`config.mk`:
```
export PLATFORM = sky130hd
export DESIGN_NAME = serdes_lane_aligner
export DESIGN_NICKNAME = d
export VERILOG_FILES = /design/src/rtl/serdes_align_pkg.sv /design/src/rtl/serdes_lane_trainer.sv /design/src/rtl/serdes_lane_aligner.sv
export SDC_FILE = /design/constraint.sdc
export NUM_CORES = 1
export LEC_CHECK = 0
export ABC_AREA = 1
export CORE_ASPECT_RATIO = 1.75
export CORE_UTILIZATION = 40
export CTS_CLUSTER_DIAMETER = 40
export DETAILED_ROUTE_END_ITERATION = 12
export PLACE_DENSITY = 0.54
export SYNTH_ARGS = -nofsm -noshare
export SYNTH_HDL_FRONTEND = slang
export SYNTH_HIERARCHICAL = 1
export SYNTH_SLANG_ARGS = --single-unit
```
`constraint.sdc`:
```
create_clock -name clk -period 5.9 [get_ports clk]
set_clock_uncertainty 0.05 [all_clocks]
set_input_delay 0.59 -clock clk [delete_from_list [all_inputs] [get_ports clk]]
set_output_delay 0.59 -clock clk [all_outputs]
set_load 0.05 [all_outputs]
```
`src/rtl/serdes_align_pkg.sv`:
```
// rtl/serdes_align_pkg.sv - shared lane states, slip limit helper and error counter width
package serdes_align_pkg;

    localparam int ERR_CNT_W = 16;

    typedef enum logic [2:0] {
        IDLE   = 3'd0,
        SEARCH = 3'd1,
        SLIP   = 3'd2,
        SETTLE = 3'd3,
        LOCKED = 3'd4,
        FAIL   = 3'd5
    } lane_state_e;

    // Two full word rotations are enough to visit every bit phase twice.
    function automatic int max_slips(input int width);
        return 2 * width;
    endfunction

endpackage

```
`src/rtl/serdes_lane_trainer.sv`:
```
// rtl/serdes_lane_trainer.sv - per-lane word alignment FSM driving I_SERDES bitslip
module serdes_lane_trainer
    import serdes_align_pkg::*;
#(
    parameter int               WIDTH         = 4,
    parameter logic [WIDTH-1:0] TRAIN_PATTERN = 4'hA,
    parameter int               MATCH_COUNT   = 8,
    parameter int               SLIP_WAIT     = 4
)
(
    input  logic             clk,
    input  logic             reset_n,
    input  logic             pll_lock,
    input  logic             train_en,
    input  logic [WIDTH-1:0] rx_data,
    input  logic             rx_valid,
    output logic             bitslip_adj,
    output logic             lane_locked,
    output logic             align_error
);

    localparam int MAX_SLIPS = max_slips(WIDTH);
    localparam int MATCH_W   = $clog2(MATCH_COUNT + 1);
    localparam int SLIP_W    = $clog2(MAX_SLIPS + 1);
    localparam int SETTLE_W  = (SLIP_WAIT > 1) ? $clog2(SLIP_WAIT) : 1;

    localparam logic [MATCH_W-1:0]  MATCH_LAST  = MATCH_W'(MATCH_COUNT - 1);
    localparam logic [SLIP_W-1:0]   SLIP_LIMIT  = SLIP_W'(MAX_SLIPS);
    localparam logic [SETTLE_W-1:0] SETTLE_LAST = SETTLE_W'(SLIP_WAIT - 1);

    lane_state_e         state_q, state_d;
    logic [MATCH_W-1:0]  match_q, match_d;
    logic [SLIP_W-1:0]   slip_q, slip_d;
    logic [SETTLE_W-1:0] settle_q, settle_d;

    always_ff @(posedge clk or negedge reset_n) begin
        if (!reset_n) begin
            state_q  <= IDLE;
            match_q  <= '0;
            slip_q   <= '0;
            settle_q <= '0;
        end else begin
            state_q  <= state_d;
            match_q  <= match_d;
            slip_q   <= slip_d;
            settle_q <= settle_d;
        end
    end

    always_comb begin
        state_d     = state_q;
        match_d     = match_q;
        slip_d      = slip_q;
        settle_d    = settle_q;
        bitslip_adj = (state_q == SLIP);
        lane_locked = (state_q == LOCKED);
        align_error = (state_q == FAIL);

        if (!pll_lock || !train_en) begin
            state_d = IDLE;
        end else begin
            case (state_q)
                IDLE: begin
                    state_d = SEARCH;
                    match_d = '0;
                    slip_d  = '0;
                end
                SEARCH: begin
                    if (rx_valid) begin
                        if (rx_data == TRAIN_PATTERN) begin
                            if (match_q == MATCH_LAST) begin
                                state_d = LOCKED;
                            end else begin
                                match_d = match_q + 1'b1;
                            end
                        end else begin
                            match_d = '0;
                            state_d = (slip_q == SLIP_LIMIT) ? FAIL : SLIP;
                        end
                    end
                end
                SLIP: begin
                    slip_d   = slip_q + 1'b1;
                    settle_d = '0;
                    state_d  = SETTLE;
                end
                SETTLE: begin
                    // Words arriving while the deserialiser re-frames are untrustworthy.
                    if (settle_q == SETTLE_LAST) begin
                        state_d = SEARCH;
                    end else begin
                        settle_d = settle_q + 1'b1;
                    end
                end
                LOCKED, FAIL: begin
                    state_d = state_q;
                end
                default: begin
                    state_d = IDLE;
                end
            endcase
        end
    end

endmodule

```
`src/rtl/serdes_lane_aligner.sv`:
```
// rtl/serdes_lane_aligner.sv - multi-lane align/deskew stage; SERDES_ALIGN_ERR_CNT_EN adds err_count
module serdes_lane_aligner
    import serdes_align_pkg::*;
#(
    parameter int               NUM_LANES     = 4,
    parameter int               WIDTH         = 4,
    parameter logic [WIDTH-1:0] TRAIN_PATTERN = 4'hA,
    parameter int               MATCH_COUNT   = 8,
    parameter int               SLIP_WAIT     = 4,
    parameter int               FIFO_DEPTH    = 4,
    parameter int               TX_OFFSET     = 1
)
(
    input  logic                       clk,
    input  logic                       reset_n,
    input  logic                       pll_lock,
    input  logic                       train_en,
    input  logic [NUM_LANES*WIDTH-1:0] rx_data,
    input  logic [NUM_LANES-1:0]       rx_valid,
    output logic [NUM_LANES-1:0]       bitslip_adj,
    output logic [NUM_LANES-1:0]       lane_locked,
    output logic [NUM_LANES-1:0]       align_error,
    output logic                       all_locked,
    output logic [NUM_LANES*WIDTH-1:0] tx_word,
    output logic                       tx_load,
    output logic                       fifo_overflow
`ifdef SERDES_ALIGN_ERR_CNT_EN
    ,
    output logic [NUM_LANES*ERR_CNT_W-1:0] err_count
`endif
);

    localparam int               AW     = $clog2(FIFO_DEPTH);
    localparam logic [AW:0]      FULL_N = (AW+1)'(FIFO_DEPTH);
    localparam logic [WIDTH-1:0] OFFSET = WIDTH'(TX_OFFSET);

    logic [NUM_LANES-1:0]            not_empty;
    logic [NUM_LANES-1:0]            full;
    logic [NUM_LANES-1:0]            wr_req;
    logic [NUM_LANES-1:0]            wr_ok;
    logic [NUM_LANES-1:0]            drop;
    logic [NUM_LANES-1:0][WIDTH-1:0] head;
    logic                            pop;

    assign all_locked = &lane_locked;
    assign pop        = pll_lock & all_locked & (&not_empty);
    assign wr_req     = lane_locked & rx_valid & {NUM_LANES{pll_lock}};
    // A full FIFO still accepts a word when the same edge frees a slot.
    assign wr_ok      = wr_req & (~full | {NUM_LANES{pop}});
    assign drop       = wr_req & ~wr_ok;

    for (genvar i = 0; i < NUM_LANES; i++) begin : g_lane
        logic [WIDTH-1:0] mem [FIFO_DEPTH];
        logic [AW-1:0]    wr_ptr_q;
        logic [AW-1:0]    rd_ptr_q;
        logic [AW:0]      count_q;

        serdes_lane_trainer #(
            .WIDTH         (WIDTH),
            .TRAIN_PATTERN (TRAIN_PATTERN),
            .MATCH_COUNT   (MATCH_COUNT),
            .SLIP_WAIT     (SLIP_WAIT)
        ) u_trainer (
            .clk         (clk),
            .reset_n     (reset_n),
            .pll_lock    (pll_lock),
            .train_en    (train_en),
            .rx_data     (rx_data[i*WIDTH +: WIDTH]),
            .rx_valid    (rx_valid[i]),
            .bitslip_adj (bitslip_adj[i]),
            .lane_locked (lane_locked[i]),
            .align_error (align_error[i])
        );

        assign not_empty[i] = (count_q != '0);
        assign full[i]      = (count_q == FULL_N);
        assign head[i]      = mem[rd_ptr_q];

        always_ff @(posedge clk) begin
            if (wr_ok[i]) begin
                mem[wr_ptr_q] <= rx_data[i*WIDTH +: WIDTH];
            end
        end

        always_ff @(posedge clk or negedge reset_n) begin
            if (!reset_n) begin
                wr_ptr_q <= '0;
                rd_ptr_q <= '0;
                count_q  <= '0;
            end else if (!pll_lock || !lane_locked[i]) begin
                wr_ptr_q <= '0;
                rd_ptr_q <= '0;
                count_q  <= '0;
            end else begin
                if (wr_ok[i]) begin
                    wr_ptr_q <= wr_ptr_q + 1'b1;
                end
                if (pop) begin
                    rd_ptr_q <= rd_ptr_q + 1'b1;
                end
                count_q <= count_q + (AW+1)'(wr_ok[i]) - (AW+1)'(pop);
            end
        end

`ifdef SERDES_ALIGN_ERR_CNT_EN
        logic [ERR_CNT_W-1:0] err_q;

        always_ff @(posedge clk or negedge reset_n) begin
            if (!reset_n) begin
                err_q <= '0;
            end else if (!pll_lock) begin
                err_q <= '0;
            end else if (drop[i] && (err_q != {ERR_CNT_W{1'b1}})) begin
                err_q <= err_q + 1'b1;
            end
        end

        assign err_count[i*ERR_CNT_W +: ERR_CNT_W] = err_q;
`endif
    end

    always_ff @(posedge clk or negedge reset_n) begin
        if (!reset_n) begin
            tx_word       <= '0;
            tx_load       <= 1'b0;
            fifo_overflow <= 1'b0;
        end else begin
            tx_load <= pop;
            if (pop) begin
                for (int i = 0; i < NUM_LANES; i++) begin
                    tx_word[i*WIDTH +: WIDTH] <= head[i] + OFFSET;
                end
            end
            if (!pll_lock) begin
                fifo_overflow <= 1'b0;
            end else if (|drop) begin
                fifo_overflow <= 1'b1;
            end
        end
    end

endmodule
```
; ---- After elaboration in Yosys (flattened, before gate mapping)
; Memories as Yosys holds them, arrays and structs flattened.
; Cells that the tools add are included.
; W data, S select, Z words.
[totals]
register_bits = 98
latch_bits = 0
mem_bits_rw = 64
romBits = 0
input_bits = 24
out_inout_bits = 31
wordCells = 294
mem_count = 4
[classes]
n_addsub = 32
mul = 0
div_mod_pow = 0
order_cmp = 0
n_eq_ne = 69
shift = 0
n_mux = 86
bitwise = 10
reduce_logical = 62
[mem_list]
columns = name, words, word_bits, read_ports, rd_ports_with_merged_regs, write_ports, line_no
row1 = g_lane[0].mem, 4, 4, 1, 0, 1, serdes_lane_aligner.sv:53  ; logic [WIDTH-1:0] mem [FIFO_DEPTH];
row2 = g_lane[1].mem, 4, 4, 1, 0, 1, serdes_lane_aligner.sv:53
row3 = g_lane[2].mem, 4, 4, 1, 0, 1, serdes_lane_aligner.sv:53
row4 = g_lane[3].mem, 4, 4, 1, 0, 1, serdes_lane_aligner.sv:53
[op_table]
columns = cell, count
row1 = $mux W3, 28
row2 = $pmux W4 S2, 8
row3 = $pmux W3 S5, 4
row4 = $add A4 B1 Y4 const B, 12
row5 = $mux W4, 12
row6 = $mux W2, 20
row7 = $reduce_and A4 Y1, 10
row8 = $reduce_bool A2 Y1, 20
row9 = $eq A3 B3 Y1 const B, 12
row10 = $eq A4 B4 Y1 const B, 8
row11 = $add A2 B1 Y2 const B, 12
row12 = $eq A3 B2 Y1 const B, 8
row13 = $ne A2 B2 Y1 const B, 11
row14 = $ne A3 B3 Y1 const B, 7
row15 = $and A4 B4 Y4, 4
row16 = $eq A4 B3 Y1 const B, 4
row17 = $pmux W2 S2, 4
row18 = $add A3 B1 Y3, 4
row19 = $eq A3 B1 Y1 const B, 4
row20 = $logic_not A3 Y1, 4
row21 = $ne A3 B2 Y1 const B, 4
row22 = $ne A4 B4 Y1 const B, 3
row23 = $reduce_and A3 Y1, 4
row24 = $reduce_bool A3 Y1, 4
row25 = 15 further kinds, 48

; ---- Logic depth before layout (Yosys ltp)
[logic_depth]
word_depth = 11
mapped_depth = 18

; ---- Hierarchy
; Netlist, hierarchy kept.
[by_module_without_submodules]
columns = mod, instances, cells_per_inst, area_per_inst_um2, seq_area_each_um2
row1 = serdes_lane_aligner, 1, 516, 5133.7, 3072.9
row2 = serdes_lane_trainer, 4, 111, 805.8, 325.3

; ---- Worst setup path before layout
; OpenSTA, ideal clock, no wires.
[synth_timing]
path_kind = flip-flop to flip-flop
start = reg g_lane[2].u_trainer.state_q[1]
end = reg g_lane[0].count_q[2]
setup_time_ps = 125
arrival_time_ps = 3648
required_time_ps = 5725
setup_slack_ps = 2077
path_stages_with_launch = 19
path_buffers = 2
synth_period_minus_slack_ps = 3823
path_cell_list = dfrtp_1 > inv_1 > nand2_1 > nor2_1 > nand2_1 > nor2_2 > nand2_1 > nor2_1 > nand2_2 > buf_6 > clkinv_2 > buf_6 > ha_1 > inv_1 > ha_1 > fa_1 > xnor2_1 > xor2_1 > nor2_1
[synth_between]
elab_chain_len = 9
[synth_lines]
columns = element, line_no
row1 = from (decl), serdes_lane_trainer.sv:31  ; lane_state_e state_q, state_d;
row2 = from (signal assigned), serdes_lane_trainer.sv:43  ; state_q <= state_d;
row3 = $eq A3 B3 Y1 (*), serdes_lane_trainer.sv:56  ; lane_locked = (state_q == LOCKED);
row4 = net lane_locked[2], serdes_lane_aligner.sv:21  ; output logic [NUM_LANES-1:0] lane_locked,
row5 = $reduce_and A4 Y1 (*), serdes_lane_aligner.sv:45  ; assign all_locked = &lane_locked;
row6 = net all_locked, serdes_lane_aligner.sv:23  ; output logic all_locked,
row7 = $and A1 B1 Y1 (*) (2 in a row), serdes_lane_aligner.sv:46  ; assign pop = pll_lock & all_locked & (&not_empty);
row8 = net pop, serdes_lane_aligner.sv:43  ; logic pop;
row9 = $or A4 B4 Y4, serdes_lane_aligner.sv:49  ; assign wr_ok = wr_req & (~full | {NUM_LANES{pop}});
row10 = $and A4 B4 Y4, serdes_lane_aligner.sv:49
row11 = $add A3 B1 Y3, serdes_lane_aligner.sv:101  ; count_q <= count_q + (AW+1)'(wr_ok[i]) - (AW+1)'(pop);
row12 = $sub A3 B1 Y3 (*), serdes_lane_aligner.sv:101
row13 = $mux W3 (*), serdes_lane_aligner.sv:90  ; end else if (!pll_lock || !lane_locked[i]) begin
row14 = to (signal assigned), serdes_lane_aligner.sv:101
row15 = to (decl), serdes_lane_aligner.sv:56  ; logic [AW:0] count_q;
; Mark *: on every way through the listed nets, which the timed path passes. The rest lies on a longest branch.
; A chain may end at the register's enable or synchronous reset.

; ---- Worst setup path after layout
[layout_timing]
start = reg g_lane[3].u_trainer.state_q[1]
end = reg g_lane[0].count_q[2]
[layout_between]
elab_chain_len = 9
[layout_lines]
columns = element, line_no
row1 = from (decl), serdes_lane_trainer.sv:31
row2 = from (signal assigned), serdes_lane_trainer.sv:43
row3 = $eq A3 B3 Y1 (*), serdes_lane_trainer.sv:56
row4 = $reduce_and A4 Y1 (*), serdes_lane_aligner.sv:45
row5 = $and A1 B1 Y1 (*) (2 in a row), serdes_lane_aligner.sv:46
row6 = $or A4 B4 Y4, serdes_lane_aligner.sv:49
row7 = $and A4 B4 Y4, serdes_lane_aligner.sv:49
row8 = $add A3 B1 Y3, serdes_lane_aligner.sv:101
row9 = $sub A3 B1 Y3 (*), serdes_lane_aligner.sv:101
row10 = $mux W3 (*), serdes_lane_aligner.sv:90
; Every way passes the cells marked *; elsewhere a longest branch is shown, timed or not.

==> reports/qor.json <==
{
  "run_status": {"value": "complete, but fails checks"},
  "violations": {"value": "DRC"},
  "post-route-period-util": {"value": 55.7, "unit": "%"},
  "worstMarginPinSlew": {"value": 0.777, "unit": "ns"},
  "drtPass1Iterations": {"value": 10},
  "rsz0062_at_grt": {"value": "false"},
  "layout.cell_area.non_filler": {"value": 0.00979, "unit": "mm2"},
  "insertedDiodeCount": {"value": 0},
  "clkSinkCount": {"value": 162},
  "ys_types": {"value": 32},
  "drt_iter0_markers": {"value": 175},
  "final-hold-violation-count": {"value": 0},
  "post_route_cells_drive_above_1_share": {"value": 7.41, "unit": "%"},
  "ys.warnings.count": {"value": 6},
  "nFillCells": {"value": 1976},
  "placementRows": {"value": 69},
  "clkTransAtPathRegs": {"value": 0.06, "unit": "ns"},
  "syn-cell-area": {"value": 0.00836, "unit": "mm2"},
  "synth_simple_gate_area_share": {"value": 25.5, "unit": "%"},
  "hold_slack": {"value": 0.171, "unit": "ns"},
  "crit_path_end": {"value": "g_lane[0].count_q[2]$_DFF_PN0_"},
  "final_core_util": {"value": 48.0, "unit": "%"},
  "route.met2.wl": {"value": 9510, "unit": "um"},
  "peakVddDrop": {"value": 0.157, "unit": "mV"},
  "route.met3.wl": {"value": 437, "unit": "um"},
  "dpl.hpwl": {"value": 13000, "unit": "um"},
  "worst-endpoint-required": {"value": 6.17, "unit": "ns"},
  "post_cts.repair.setup_buffers": {"value": 0},
  "clock-root-buffer": {"value": "sky130_fd_sc_hd__clkbuf_16"},
  "place.gp.congestion": {"value": 0.780},
  "mappedNetlistNets": {"value": 1032},
  "number_of_antenna_violations_at_the_first_check_in_global_routing": {"value": 0},
  "static-leakage-power": {"value": 4.61, "unit": "nW"},
  "tritoncts.num_buffers": {"value": 17},
  "synth-edff-count": {"value": 64},
  "mean_instance_size_in_the_synthesized_netlist": {"value": 8.70, "unit": "um2"},
  "cp_cell_sequence": {"value": "inv_1 -> nand2_1 -> nor2_1 -> nand2_1 -> nor2_2 -> nand2_1 -> nor2_1 -> nand2_2 -> buf_4 -> clkinv_2 -> ha_1 -> inv_1 -> ha_1 -> fa_1 -> xnor2_1 -> xor2_1 -> nor2_1"},
  "main_combinational_cell_family_by_area_after_synthesis": {"value": "simple AND/OR/NAND/NOR gates"},
  "cp.arrival": {"value": 3.55, "unit": "ns"},
  "synth-compound-area-share": {"value": 5.57, "unit": "%"},
  "area_growth_syn_to_layout": {"value": 17.1, "unit": "%"},
  "grt_start_max_net_pins": {"value": 58},
  "die_y": {"value": 193, "unit": "um"},
  "worstSetupStartpoint": {"value": "g_lane[3].u_trainer/state_q[1]$_DFFE_PN0P_"},
  "viasPerCell": {"value": 4.77},
  "routed_wl": {"value": 17000, "unit": "um"},
  "critPathTopFamily": {"value": "adder cells"},
  "setup-violations-final": {"value": 0},
  "post_dp_cell_area": {"value": 0.00916, "unit": "mm2"},
  "initial_utilization": {"value": 41.0, "unit": "%"},
  "ys_ff_latch": {"value": 162},
  "design.die.area": {"value": 0.0215, "unit": "mm2"},
  "clock_tree.buffer_depth": {"value": 2},
  "cts-hold-fix-buffers": {"value": 0},
  "core_region_area": {"value": 0.0204, "unit": "mm2"},
  "ant_nets": {"value": 0},
  "grt-ovfl-total": {"value": 0},
  "mostFrequentLayoutCells": {"value": "sky130_fd_sc_hd__nand2_1, sky130_fd_sc_hd__inv_1, sky130_fd_sc_hd__nor2_1"},
  "timing.critical_path.buf_inv": {"value": 4},
  "syn_inst": {"value": 960},
  "max_cap_viol_count": {"value": 0},
  "wl_per_cell": {"value": 13.2, "unit": "um"},
  "worstSetupPathType": {"value": "reg -> reg"},
  "horizontal_die_dimension": {"value": 111, "unit": "um"},
  "worstHoldPathType": {"value": "in -> async"},
  "synthFlopType": {"value": "sky130_fd_sc_hd__dfrtp_1"},
  "slew_violations": {"value": 0},
  "clock_tree.htree_level_count": {"value": 4},
  "drc_errors": {"value": 8},
  "m1_wl": {"value": 6670, "unit": "um"},
  "critPathCaptureType": {"value": "flop"},
  "final_common_cell": {"value": "sky130_fd_sc_hd__nand2_1"},
  "grt_util_all_layers": {"value": 17.4, "unit": "%"},
  "r2r.worst_path.cells": {"value": 17},
  "timing.rr.start": {"value": "g_lane[3].u_trainer/state_q[1]$_DFFE_PN0P_"},
  "r2r_end": {"value": "g_lane[0].count_q[2]$_DFF_PN0_"},
  "timing.final.crit_period": {"value": 3.29, "unit": "ns"},
  "relSlewSlack": {"value": 48.2, "unit": "%"},
  "grt_pass1_vias": {"value": 6413},
  "wire_length_of_the_first_global_routing_pass": {"value": 29400, "unit": "um"},
  "max_freq": {"value": 304, "unit": "MHz"},
  "worstPathMaxFanout": {"value": 40},
  "cp-start-kind": {"value": "flop"},
  "via_count": {"value": 6133},
  "share_of_synthesized_area_occupied_by_flip_flops_and_latches": {"value": 52.3, "unit": "%"},
  "design.portCount": {"value": 55},
  "timing.reg2reg.setup_slack": {"value": 2.61, "unit": "ns"},
  "setup_total_negative_slack": {"value": 0, "unit": "ns"},
  "synth_xor_area_share": {"value": 2.41, "unit": "%"},
  "crit_path_top_delay_cell": {"value": "sky130_fd_sc_hd__dfrtp_1"},
  "synth-async-reset-ratio": {"value": 60.5, "unit": "%"},
  "post_synth_mux_area_share": {"value": 0, "unit": "%"},
  "critical_path_cell_count": {"value": 17},
  "power-per-cell-area": {"value": 251, "unit": "mW/mm2"},
  "critPathMaxStageDelay": {"value": 0.39, "unit": "ns"},
  "clk-insertion-delay-late": {"value": 0.44, "unit": "ns"},
  "final_net_count": {"value": 1098},
  "postCtsResizedCells": {"value": 0},
  "maxUsedRoutingLayer": {"value": "met4"},
  "tritoncts": {"value": "done"},
  "number_of_buffer_cells_added_on_primary_ports": {"value": 54},
  "post_synth_fa_ha_maj_area_fraction": {"value": 7.55, "unit": "%"}
}
## worst min-delay path by stage
stage | startpoint | endpoint | slack [ns] | depth (start not counted)
final | reset_n | g_lane[0].u_trainer/slip_q[1]$_DFFE_PN0P_ | 0.17 | 1
after global routing | reset_n | g_lane[0].u_trainer/match_q[1]$_DFFE_PN0P_ | 0.24 | 1
after CTS | reset_n | g_lane[0].u_trainer/slip_q[1]$_DFFE_PN0P_ | 0.20 | 1
after detailed placement | tx_word[9]$_DFFE_PN0P_ | tx_word[9]$_DFFE_PN0P_ | 0.42 | 2
after global placement | g_lane[0].u_trainer/settle_q[1]$_DFFE_PN0P_ | g_lane[0].u_trainer/settle_q[1]$_DFFE_PN0P_ | 0.41 | 2
after floorplan | reset_n | fifo_overflow$_DFFE_PN0P_ | 0.24 | 0
## per-layer routing
layer	GRT usage (%)	vias to the layer above
li1	-	3195
met1	17.3	2836
met2	33.9	75
met3	3.07	27
met4	8.41	0
met5	0	-
## flip-flops by register name (all words and copies together) (netlist names)
register / count
g_lane.u_trainer/slip_q: 16
tx_load: 1
g_lane.u_trainer/state_q: 12
g_lane.mem: 64
g_lane.wr_ptr_q: 8
fifo_overflow: 1
tx_word: 16
g_lane.u_trainer/match_q: 16
g_lane.u_trainer/settle_q: 8
g_lane.count_q: 12
g_lane.rd_ptr_q: 8
## cells in the mapped netlist (3+ instances only)
master                     number  area share, %
sky130_fd_sc_hd__xor2_1        21            2.2
sky130_fd_sc_hd__nor3_1         7           0.42
sky130_fd_sc_hd__a21oi_1        5           0.30
sky130_fd_sc_hd__edfxtp_1      64             23
sky130_fd_sc_hd__inv_2          4           0.18
sky130_fd_sc_hd__nand3_1       67            4.0
sky130_fd_sc_hd__ha_1          44            6.6
sky130_fd_sc_hd__o22ai_1        3           0.22
sky130_fd_sc_hd__nand2_2       10           0.75
sky130_fd_sc_hd__buf_2          7           0.42
sky130_fd_sc_hd__o21ai_1       31            1.9
sky130_fd_sc_hd__o21ai_0       45            2.7
sky130_fd_sc_hd__fa_1           4           0.96
sky130_fd_sc_hd__nand2_4        4           0.54
sky130_fd_sc_hd__nor2_4         4           0.54
sky130_fd_sc_hd__nand2_1      264             12
sky130_fd_sc_hd__nor2_2        15            1.1
sky130_fd_sc_hd__nor2_1       110            4.9
sky130_fd_sc_hd__dfrtp_1       98             29
sky130_fd_sc_hd__inv_1        127            5.7
sky130_fd_sc_hd__nand4_1       12           0.90
## worst register-to-register path: cells and delay by family (launching register included)
kind,cells,cell delay [ns]
buf+inv,4,0.90
simple gates,8,0.54
flops,1,0.39
xor+xnor,2,0.34
fa+ha+maj,3,0.96
## report_power, final
part / internal, mW / leakage [nW] / switching, mW
clock network: 0.699 / 0.306 / 0.452
registers: 1.18 / 1.94 / 0.00994
logic: 0.0361 / 2.37 / 0.0771
total: 1.92 / 4.61 / 0.539
## stage by stage
| stage | std cells | power [mW] | setup slack, ns |
|---|---|---|---|
| detailed placement | 1255 | 1.33 | 2.14 |
| finish | 1287 | 2.46 | 2.61 |
| global route | 1287 | 2.55 | 2.26 |
| floorplan | 960 | 1.27 | 2.08 |
| global placement | 1255 | 1.33 | 2.18 |
| CTS | 1287 | 2.50 | 2.57 |
## logic make-up after synthesis
| kind of cell | Yosys count |
|---|---|
| AOI/OAI and AO/OA | 88 |
| xor gates and xnor gates | 23 |
| adders and majority gates | 48 |
| buffers and inverters | 142 |
| DFF | 162 |
| and+or+nand+nor | 497 |
## final cells by class
cell class                      count  area, um2  area share (%)
Clock buffer                       20        467            4.77
Sequential cell                   162       4370            44.7
Tap cell                          248        310            3.17
Multi-Input combinational cell    656       3420            35.0
Inverter                          133        500            5.11
Timing Repair Buffer               56        553            5.65
Clock inverter                     12        156            1.60
Note: power is estimated with default switching activity, not from simulation.
